### src/rtl/riscv_pkg.sv
// Shared RV32IM core definitions: writeback source codes, load funct3 codes
// and the MEM/WB state type.
package riscv_pkg;

   localparam int XLEN       = 32;
   localparam int REG_ADDR_W = 5;

   localparam logic [1:0] WB_SEL_ALU  = 2'b00;
   localparam logic [1:0] WB_SEL_LOAD = 2'b01;
   localparam logic [1:0] WB_SEL_PC4  = 2'b10;

   localparam logic [2:0] F3_LB  = 3'b000;
   localparam logic [2:0] F3_LH  = 3'b001;
   localparam logic [2:0] F3_LW  = 3'b010;
   localparam logic [2:0] F3_LBU = 3'b100;
   localparam logic [2:0] F3_LHU = 3'b101;

   typedef enum logic {
      IDLE,
      WAIT
   } wb_state_t;

endpackage

### src/rtl/writeback_stage_load_align.sv
// Load data alignment: picks the byte/halfword lane named by the low address
// bits of an aligned memory word and sign- or zero-extends it.
module load_align
   import riscv_pkg::*;
#(
   parameter int XLEN = 32
) (
   input  logic [2:0]      funct3,
   input  logic [1:0]      addr_lo,
   input  logic [XLEN-1:0] rdata,
   output logic [XLEN-1:0] value
);

   logic [7:0]  byte_lane;
   logic [15:0] half_lane;

   always_comb begin
      // NOTE: every combinational output gets a default first, so no path can infer a latch.
      byte_lane = rdata[7:0];
      case (addr_lo)
         2'd1:    byte_lane = rdata[15:8];
         2'd2:    byte_lane = rdata[23:16];
         2'd3:    byte_lane = rdata[31:24];
         default: byte_lane = rdata[7:0];
      endcase
      // Halfword lane uses only addr_lo[1]; a set addr_lo[0] is truncated here.
      half_lane = addr_lo[1] ? rdata[31:16] : rdata[15:0];

      value = rdata;
      case (funct3)
         F3_LB:   value = {{(XLEN-8){byte_lane[7]}}, byte_lane};
         F3_LBU:  value = {{(XLEN-8){1'b0}}, byte_lane};
         F3_LH:   value = {{(XLEN-16){half_lane[15]}}, half_lane};
         F3_LHU:  value = {{(XLEN-16){1'b0}}, half_lane};
         default: value = rdata;
      endcase
   end

endmodule

### src/rtl/writeback_stage.sv
// MEM/WB stage: retires ALU/link results directly and waits for load responses.
// Optional macro WB_MISALIGN_CHECK_EN adds misaligned-load detection (wb_misalign).
module writeback_stage
   import riscv_pkg::*;
#(
   parameter int XLEN       = 32,
   parameter int REG_ADDR_W = 5
) (
   input  logic                  clk,
   input  logic                  reset,
   input  logic                  ex_mem_valid,
   input  logic                  ex_mem_reg_write,
   input  logic [1:0]            ex_mem_wb_sel,
   input  logic [REG_ADDR_W-1:0] ex_mem_rd,
   input  logic [XLEN-1:0]       ex_mem_alu_result,
   input  logic [XLEN-1:0]       ex_mem_pc_plus4,
   input  logic [2:0]            ex_mem_funct3,
   input  logic                  dmem_rvalid,
   input  logic [XLEN-1:0]       dmem_rdata,
   output logic                  wb_stall,
   output logic                  mem_wb_reg_write,
   output logic [REG_ADDR_W-1:0] mem_wb_rd,
   output logic [XLEN-1:0]       mem_wb_write_data,
   output logic                  wb_retire
`ifdef WB_MISALIGN_CHECK_EN
   ,
   output logic                  wb_misalign
`endif
);

   wb_state_t             state, state_nxt;
   logic [REG_ADDR_W-1:0] stash_rd, stash_rd_nxt, rd_nxt;
   logic [2:0]            stash_funct3, stash_funct3_nxt;
   logic [1:0]            stash_addr_lo, stash_addr_lo_nxt;
   logic [XLEN-1:0]       load_value, data_nxt;
   logic                  reg_write_nxt, retire_nxt, load_ok;

   load_align #(.XLEN(XLEN)) u_load_align (
      .funct3  (stash_funct3),
      .addr_lo (stash_addr_lo),
      .rdata   (dmem_rdata),
      .value   (load_value)
   );

   assign wb_stall = (state == WAIT);

`ifdef WB_MISALIGN_CHECK_EN
   assign load_ok = !(((stash_funct3 == F3_LH || stash_funct3 == F3_LHU) && stash_addr_lo[0])
                    || (stash_funct3 == F3_LW && stash_addr_lo != 2'b00));

   always_ff @(posedge clk or negedge reset) begin
      if (!reset) wb_misalign <= 1'b0;
      else        wb_misalign <= (state == WAIT) && dmem_rvalid && !load_ok;
   end
`else
   assign load_ok = 1'b1;
`endif

   always_comb begin
      state_nxt         = state;
      reg_write_nxt     = 1'b0;
      retire_nxt        = 1'b0;
      rd_nxt            = mem_wb_rd;
      data_nxt          = mem_wb_write_data;
      stash_rd_nxt      = stash_rd;
      stash_funct3_nxt  = stash_funct3;
      stash_addr_lo_nxt = stash_addr_lo;
      case (state)
         IDLE: begin
            if (ex_mem_valid) begin
               if (ex_mem_wb_sel == WB_SEL_LOAD) begin
                  stash_rd_nxt      = ex_mem_rd;
                  stash_funct3_nxt  = ex_mem_funct3;
                  stash_addr_lo_nxt = ex_mem_alu_result[1:0];
                  state_nxt         = WAIT;
               end else begin
                  // Reserved select 2'b11 falls through to the ALU result.
                  rd_nxt        = ex_mem_rd;
                  data_nxt      = (ex_mem_wb_sel == WB_SEL_PC4) ? ex_mem_pc_plus4
                                                                : ex_mem_alu_result;
                  reg_write_nxt = ex_mem_reg_write && (ex_mem_rd != '0);
                  retire_nxt    = 1'b1;
               end
            end
         end
         WAIT: begin
            // EX/MEM is never sampled here, even on the response edge.
            if (dmem_rvalid) begin
               rd_nxt        = stash_rd;
               data_nxt      = load_value;
               reg_write_nxt = (stash_rd != '0) && load_ok;
               retire_nxt    = 1'b1;
               state_nxt     = IDLE;
            end
         end
         default: state_nxt = IDLE;
      endcase
   end

   always_ff @(posedge clk or negedge reset) begin
      if (!reset) begin
         state             <= IDLE;
         mem_wb_reg_write  <= 1'b0;
         mem_wb_rd         <= '0;
         mem_wb_write_data <= '0;
         wb_retire         <= 1'b0;
         stash_rd          <= '0;
         stash_funct3      <= '0;
         stash_addr_lo     <= '0;
      end else begin
         // NOTE: non-blocking assignments so every register samples pre-edge values.
         state             <= state_nxt;
         mem_wb_reg_write  <= reg_write_nxt;
         mem_wb_rd         <= rd_nxt;
         mem_wb_write_data <= data_nxt;
         wb_retire         <= retire_nxt;
         stash_rd          <= stash_rd_nxt;
         stash_funct3      <= stash_funct3_nxt;
         stash_addr_lo     <= stash_addr_lo_nxt;
      end
   end

endmodule

### config.mk
export PLATFORM = sky130hd
export DESIGN_NAME = writeback_stage
export DESIGN_NICKNAME = d
export VERILOG_FILES = /design/src/rtl/riscv_pkg.sv /design/src/rtl/writeback_stage_load_align.sv /design/src/rtl/writeback_stage.sv
export SDC_FILE = /design/constraint.sdc
export NUM_CORES = 1
export LEC_CHECK = 0
export CELL_PAD_IN_SITES_DETAIL_PLACEMENT = 0
export CELL_PAD_IN_SITES_GLOBAL_PLACEMENT = 2
export CORE_AREA = 2 2 122 136
export DETAILED_ROUTE_END_ITERATION = 10
export DIE_AREA = 0 0 124 138
export GPL_TIMING_DRIVEN = 0
export PLACE_DENSITY = 0.77
export SYNTH_ARGS = -nofsm -noshare
export SYNTH_HDL_FRONTEND = slang
export SYNTH_SLANG_ARGS = --single-unit
### constraint.sdc
create_clock -name clk -period 1.8 [get_ports clk]
set_clock_uncertainty 0.1 [all_clocks]
set_input_delay 0.45 -clock clk [delete_from_list [all_inputs] [get_ports clk]]
set_output_delay 0.45 -clock clk [all_outputs]
set_load 0.02 [all_outputs]
======== After elaboration in Yosys (flattened, before gate mapping) ========
Cells that the tools add are included.
storage, ports and cells
  input port bits ......................... 111
  output and inout bits ................... 40
  bits in latches ......................... 0
  memories kept ........................... 0
  RAM bits ................................ 0
  register bits after elaboration ......... 50
  ROM bits ................................ 0
  word-level logic and storage cells ...... 50
operators by class
  mux-type cells .......................... 24
  equal/unequal tests ..................... 11
  shift-type cells ........................ 0
  order comparisons ....................... 0
  bitwise gates (word level) .............. 1
  $add $sub $neg .......................... 0
  div/mod/pow operators ................... 0
  $mul .................................... 0
  reductions and logical operators ........ 6
operator list
  kind                                           count
  2-to-1 mux 32 bit                              4
  one-hot mux 32 bit (4 select lines)            1
  one-hot mux 32 bit (2 select lines)            1
  one-hot mux 8 bit (3 select lines)             1
  2-to-1 mux 16 bit                              1
  2-to-1 mux 5 bit                               3
  one-hot mux 5 bit (2 select lines)             1
  nonzero test 5 bit                             2
  2-to-1 mux 1 bit                               9
  == test 2 bit, second input constant           3
  == test 3 bit, second input constant           2
  != test 2 bit, second input constant           3
  one-hot mux 1 bit (2 select lines)             3
  AND reduction 3 bit                            2
  == test 2 x 1 -> 1 bit, second input constant  2
  == test 3 x 1 -> 1 bit, second input constant  1
  logical NOT 3 bit                              1
  logical AND 1 bit                              1
  NOT 1 bit                                      1

======== Longest topological paths before layout ========
  depth after elaboration ................. 5
  gate-level depth with buffers ........... 7
  depth with buffers taken out ............ 5

======== By module ========
From an unflattened synthesis, not the netlist that was laid out.
unflattened totals
  cells, all modules ...................... 390
  area total of the unflattened synthesis .. 3618.5 um^2
modules (own cells, without submodules)
  module           seq. area each (um^2)  area an instance (um^2)  cells an instance  times used
  writeback_stage  1251.2                 2950.3                   279                1
  load_align       0.0                    668.1                    111                1

======== Worst setup path after synthesis ========
Ideal clock, no wire load.
  path type ............................... register to register
  start point ............................. register state (netlist: wb_stall)
  end point ............................... register stash_funct3[0]
  data required time ...................... 1.575 ns
  path buffers ............................ 1
  arrival time ............................ 1.638 ns
  clock period less this slack ............ 1.863 ns
  path slack .............................. -0.063 ns
  stages on the path, launching flop included .. 5
  setup time .............................. 0.125 ns
  cell sequence ........................... dfrtp_1 > nand2b_1 > nor3b_1 > buf_2 > mux2_2
on the way
  longest elaborated chain between the ends .. 2
ends and longest elaborated chain
  item                           line                    RTL
  start: declaration             writeback_stage.sv:31   wb_state_t state, state_nxt;
  start signal: assignment       writeback_stage.sv:112  state <= state_nxt;
  NOT 1 bit (no line)            -
  AND reduction 3 bit (no line)  -
  end signal: assignment         writeback_stage.sv:118  stash_funct3 <= stash_funct3_nxt;
  end: declaration               writeback_stage.sv:33   logic [2:0] stash_funct3, stash_funct3_nxt;
Every way passes these cells.
A chain may end at the register's enable or synchronous reset.

======== Worst setup path after layout ========
  start point ............................. register stash_addr_lo[1]
  end point ............................... register mem_wb_write_data[24]
on the way
  longest elaborated chain between the ends .. 5
  elaborated cells between the ends (all ways) .. 8
  those cells by class .................... eq/ne (3); mux (5)
ends and longest elaborated chain
  item                                                     line                              RTL
  start: declaration                                       writeback_stage.sv:34             logic [1:0] stash_addr_lo, stash_addr_lo_nxt;
  start signal: assignment                                 writeback_stage.sv:119            stash_addr_lo <= stash_addr_lo_nxt;
  == test 2 bit or == test 2 x 1 -> 1 bit (tied branches)  writeback_stage_load_align.sv:20  case (addr_lo)
  one-hot mux 8 bit (3 select lines)                       writeback_stage_load_align.sv:20
  one-hot mux 32 bit (4 select lines) (*)                  writeback_stage_load_align.sv:30  case (funct3)
  2-to-1 mux 32 bit (*)                                    writeback_stage.sv:88             if (dmem_rvalid) begin
  one-hot mux 32 bit (2 select lines) (*)                  writeback_stage.sv:68             case (state)
  end signal: assignment                                   writeback_stage.sv:115            mem_wb_write_data <= data_nxt;
  end: declaration                                         writeback_stage.sv:23             output logic [XLEN-1:0] mem_wb_write_data,
Mark *: on every way between the ends. The rest lies on a longest branch, timed or not. The select of a mux whose other input is x is not followed.

==> impl_metrics.yaml <==
worst_setup_path:
  crit_type: "reg -> reg"
  cp-start-kind: "flip-flop"
  worstPathCellList: "mux4_2, or2_4, a21oi_4, buf_6, a211oi_2"
  critPathMaxStageDelay_ns: 0.55
  crit_arrival_ns: 1.95
  crit_path_top_delay_cell: "mux4_2"
  worstPathRequired_ns: 1.86
  path_delay_family: "multiplexers"
  startpoint: "stash_addr_lo[1]$_DFFE_PN0P_"
  endpoint_kind: "flip-flop"
  worst-path-buf-inv: 1
  reg2reg_from: "stash_addr_lo[1]$_DFFE_PN0P_"
  path_max_fanout: 5
hold_path:
  hold_path.class: "in -> async"
layout:
  design_area_sq_um: 5560
  num-nets-final: 618
  diodes: 0
  n_fill_cell: 1675
  synthToLayoutAreaGrowth_pct: 80.4
  drive_above_1_share_pct: 24.2
  regArea_sq_um: 1250
  multi_input_area_sq_um: 2080
  stdcell_count: 712
synthesis:
  syn_area_sq_um: 3080
  syn_nets: 451
  synth_warnings: 0
  synth_cells: 340
  syn_avg_cell_area_sq_um: 9.07
  yosysUniqueCellTypes: 37
  synth-seq-area-share_pct: 40.6
  synth-seq-cells: 50
placed_design:
  place_inst: 695
  post_dp_cell_area_sq_um: 4860
  place_congestion: 0.789
  dp_hpwl_microns: 10400
  port_buffers: 150
power:
  pwr-share-clk_pct: 21.4
  combPwrFrac_pct: 45.2
  internal-power_uw: 2910
  power_frac_seq_pct: 33.4
  sw_frac_of_total_pct: 37.6
  powerDensity_nw_per_um2: 838
  p_leak_uw: 0.00219
  switchingPower_uw: 1750
  ir_drop_uv: 329
timing:
  maxClockFrequency_mhz: 529
  slew_violations: 0
  worst_pin_slew_ns: 0.656
  layout_setup_ws_ns: -0.0900
  slew_headroom_pct: 56.3
  period_minus_slack_ns: 1.89
  period_share_pct: 105
  hold_violations: 0
  rsz0062_at_grt: "true"
  setup_viol: 24
clock_tree:
  clock_path_buffers: 2
  cts_tree: "yes"
  cts_buffers: 5
  clkLatencyLatePin_ns: 0.29
  clk_pin_slew_ns: 0.07
  cts_max_level: 2
  clockRootBuffer: "clkbuf_16"
  cts_sinks: 50
global_route:
  grt_max_degree: 27
  grt_pass1_vias: 3562
  grt_pass1_wl_microns: 20500
  gr-total-overflow: 0
  grt_usage_pct: 15.7
  antenna_found_initial: 0
flow_run:
  maxCapViolCount: 0
floorplan:
  rows: 49
  die_x_microns: 124
  ioPinCount: 151
  die_y_microns: 138
  dieArea_sq_um: 17100
  coreArea_sq_um: 15900
  start_util_pct: 19.3
status:
  outcome: "complete, but fails checks"
  violations: "setup timing"
route:
  drtPass1Iterations: 4
  drc_errors: 0
  drt_iter0_drc: 226
  ant_nets: 0
  vias: 3342
  routed_via_density: 4.69
  drt-total-wl_microns: 13700
  avgRoutedWirePerCell_microns: 19.3
[layout by cell type (no fill, tap or decap), drive strengths merged, types with 4 or more instances in the layout]
cell,netlist,layout
clkdlybuf4s50,0,103
dfrtp,50,50
nand2,44,44
dlygate4sd2,0,39
o21ai,34,34
clkbuf,20,26
buf,9,22
nor2,21,21
mux2i,19,19
a211oi,17,17
and2,17,17
a2111oi,17,17
mux2,16,16
nand3,10,10
inv,6,6
a221oi,6,6
a31oi,5,5
o22ai,5,5
o22a,5,5
and4,5,5
nand2b,4,4
[cells in the mapped netlist]
master,instances,share of area (%)
o22ai_1,5,1.0
buf_6,1,0.37
a221oi_1,6,1.7
mux2i_1,19,6.2
nand3_1,10,1.6
and4_1,5,1.4
inv_1,6,0.73
a31oi_1,5,1.0
a32oi_1,2,0.57
a21oi_1,2,0.32
nor3b_1,2,0.49
a21o_1,3,0.73
a211oi_1,17,4.1
dfrtp_1,50,41
nand2b_1,4,0.81
mux2_2,16,5.8
or2_4,1,0.28
o21ai_1,1,0.16
nor2_1,21,2.6
or4_1,2,0.49
a21boi_1,1,0.24
nor2b_1,3,0.61
and2_1,17,3.4
o211ai_1,3,0.73
nor3_1,2,0.32
a2111oi_0,17,4.8
a21oi_4,1,0.53
and3b_1,3,0.85
nand2_1,44,5.4
buf_1,1,0.12
o21a_1,1,0.24
buf_2,7,1.1
o22a_1,5,1.4
o21ai_0,33,5.4
mux4_2,1,0.73
clkbuf_1,20,2.4
and3_1,3,0.61
[logic make-up after synthesis]
logic type / synth area share, %
compound gates: 23.0
buf+inv: 4.79
flops: 40.6
mux: 12.7
simple gates: 18.9
[state kept, by name (all words and copies together) (netlist names)]
register	flops
mem_wb_reg_write	1
mem_wb_rd	5
wb_retire	1
mem_wb_write_data	32
wb_stall	1
stash_addr_lo	2
stash_funct3	3
stash_rd	5
[routing by layer]
metal / share of wire, % / track usage (%) / routed length [microns]
met1: 43 / 20.7 / 5870
met2: 48 / 26.6 / 6610
met3: 7.7 / 3.09 / 1060
met4: 1.3 / 3.13 / 172
met5: 0 / 0 / 0
[power by group through the flow]
stage                     registers (uW)  clock network (uW)  logic (uW)
after CTS                           1550                1030        2040
after detailed placement            1570                   0        1930
final                               1560                 998        2100
after floorplan                     1800                   0         701
after global placement              1570                   0        1910
after global routing                1590                1070        2270
[area by class of cell]
type                    instances  area share [%]
multi-input cells             255            37.4
repair buffers                162            28.2
flip-flops and latches         50            22.5
well taps                     204            4.59
plain buffers                  27            4.18
clock buffers                   7            2.56
inverters                       6           0.450
clock inverters                 1          0.0900
[repair_timing]
action / CTS / global route
hold buffers: 0 / 0
pin swaps: 19 / 15
resized for setup: 164 / 38
setup endpoints to repair: 81 / 42
cloned: 2 / 0
setup buffers: 7 / 2
[final timing paths]
check / endpoint / slack (ns) / cells past startpoint
min in group clk: mem_wb_write_data[15]$_DFFE_PN0P_ / 0.38 / 2
setup reg to reg: mem_wb_write_data[24]$_DFFE_PN0P_ / -0.09 / 5
hold reg to reg: mem_wb_write_data[15]$_DFFE_PN0P_ / 0.38 / 2
max in group asynchronous: stash_funct3[1]$_DFFE_PN0P_ / 0.93 / 2
setup / recovery: mem_wb_write_data[24]$_DFFE_PN0P_ / -0.09 / 5
hold / removal: mem_wb_write_data[24]$_DFFE_PN0P_ / 0.08 / 1
[through the flow]
stage / hold WS (ns) / TNS [ns] / setup WS (ns) / power, uW / util (%)
detailed placement: 0.370 / -37.53 / -1.03 / 3500 / 30.5
CTS: 0.107 / -2.71 / -0.123 / 4620 / 34.0
floorplan: 0.0544 / -0.0616 / -0.00666 / 2510 / -
finish: 0.0813 / -1.51 / -0.0900 / 4660 / 34.9
global placement: 0.377 / -110.17 / -1.48 / 3480 / 30.4
global route: 0.116 / -3.10 / -0.152 / 4930 / 34.9
(Power assumes the default switching activity.)
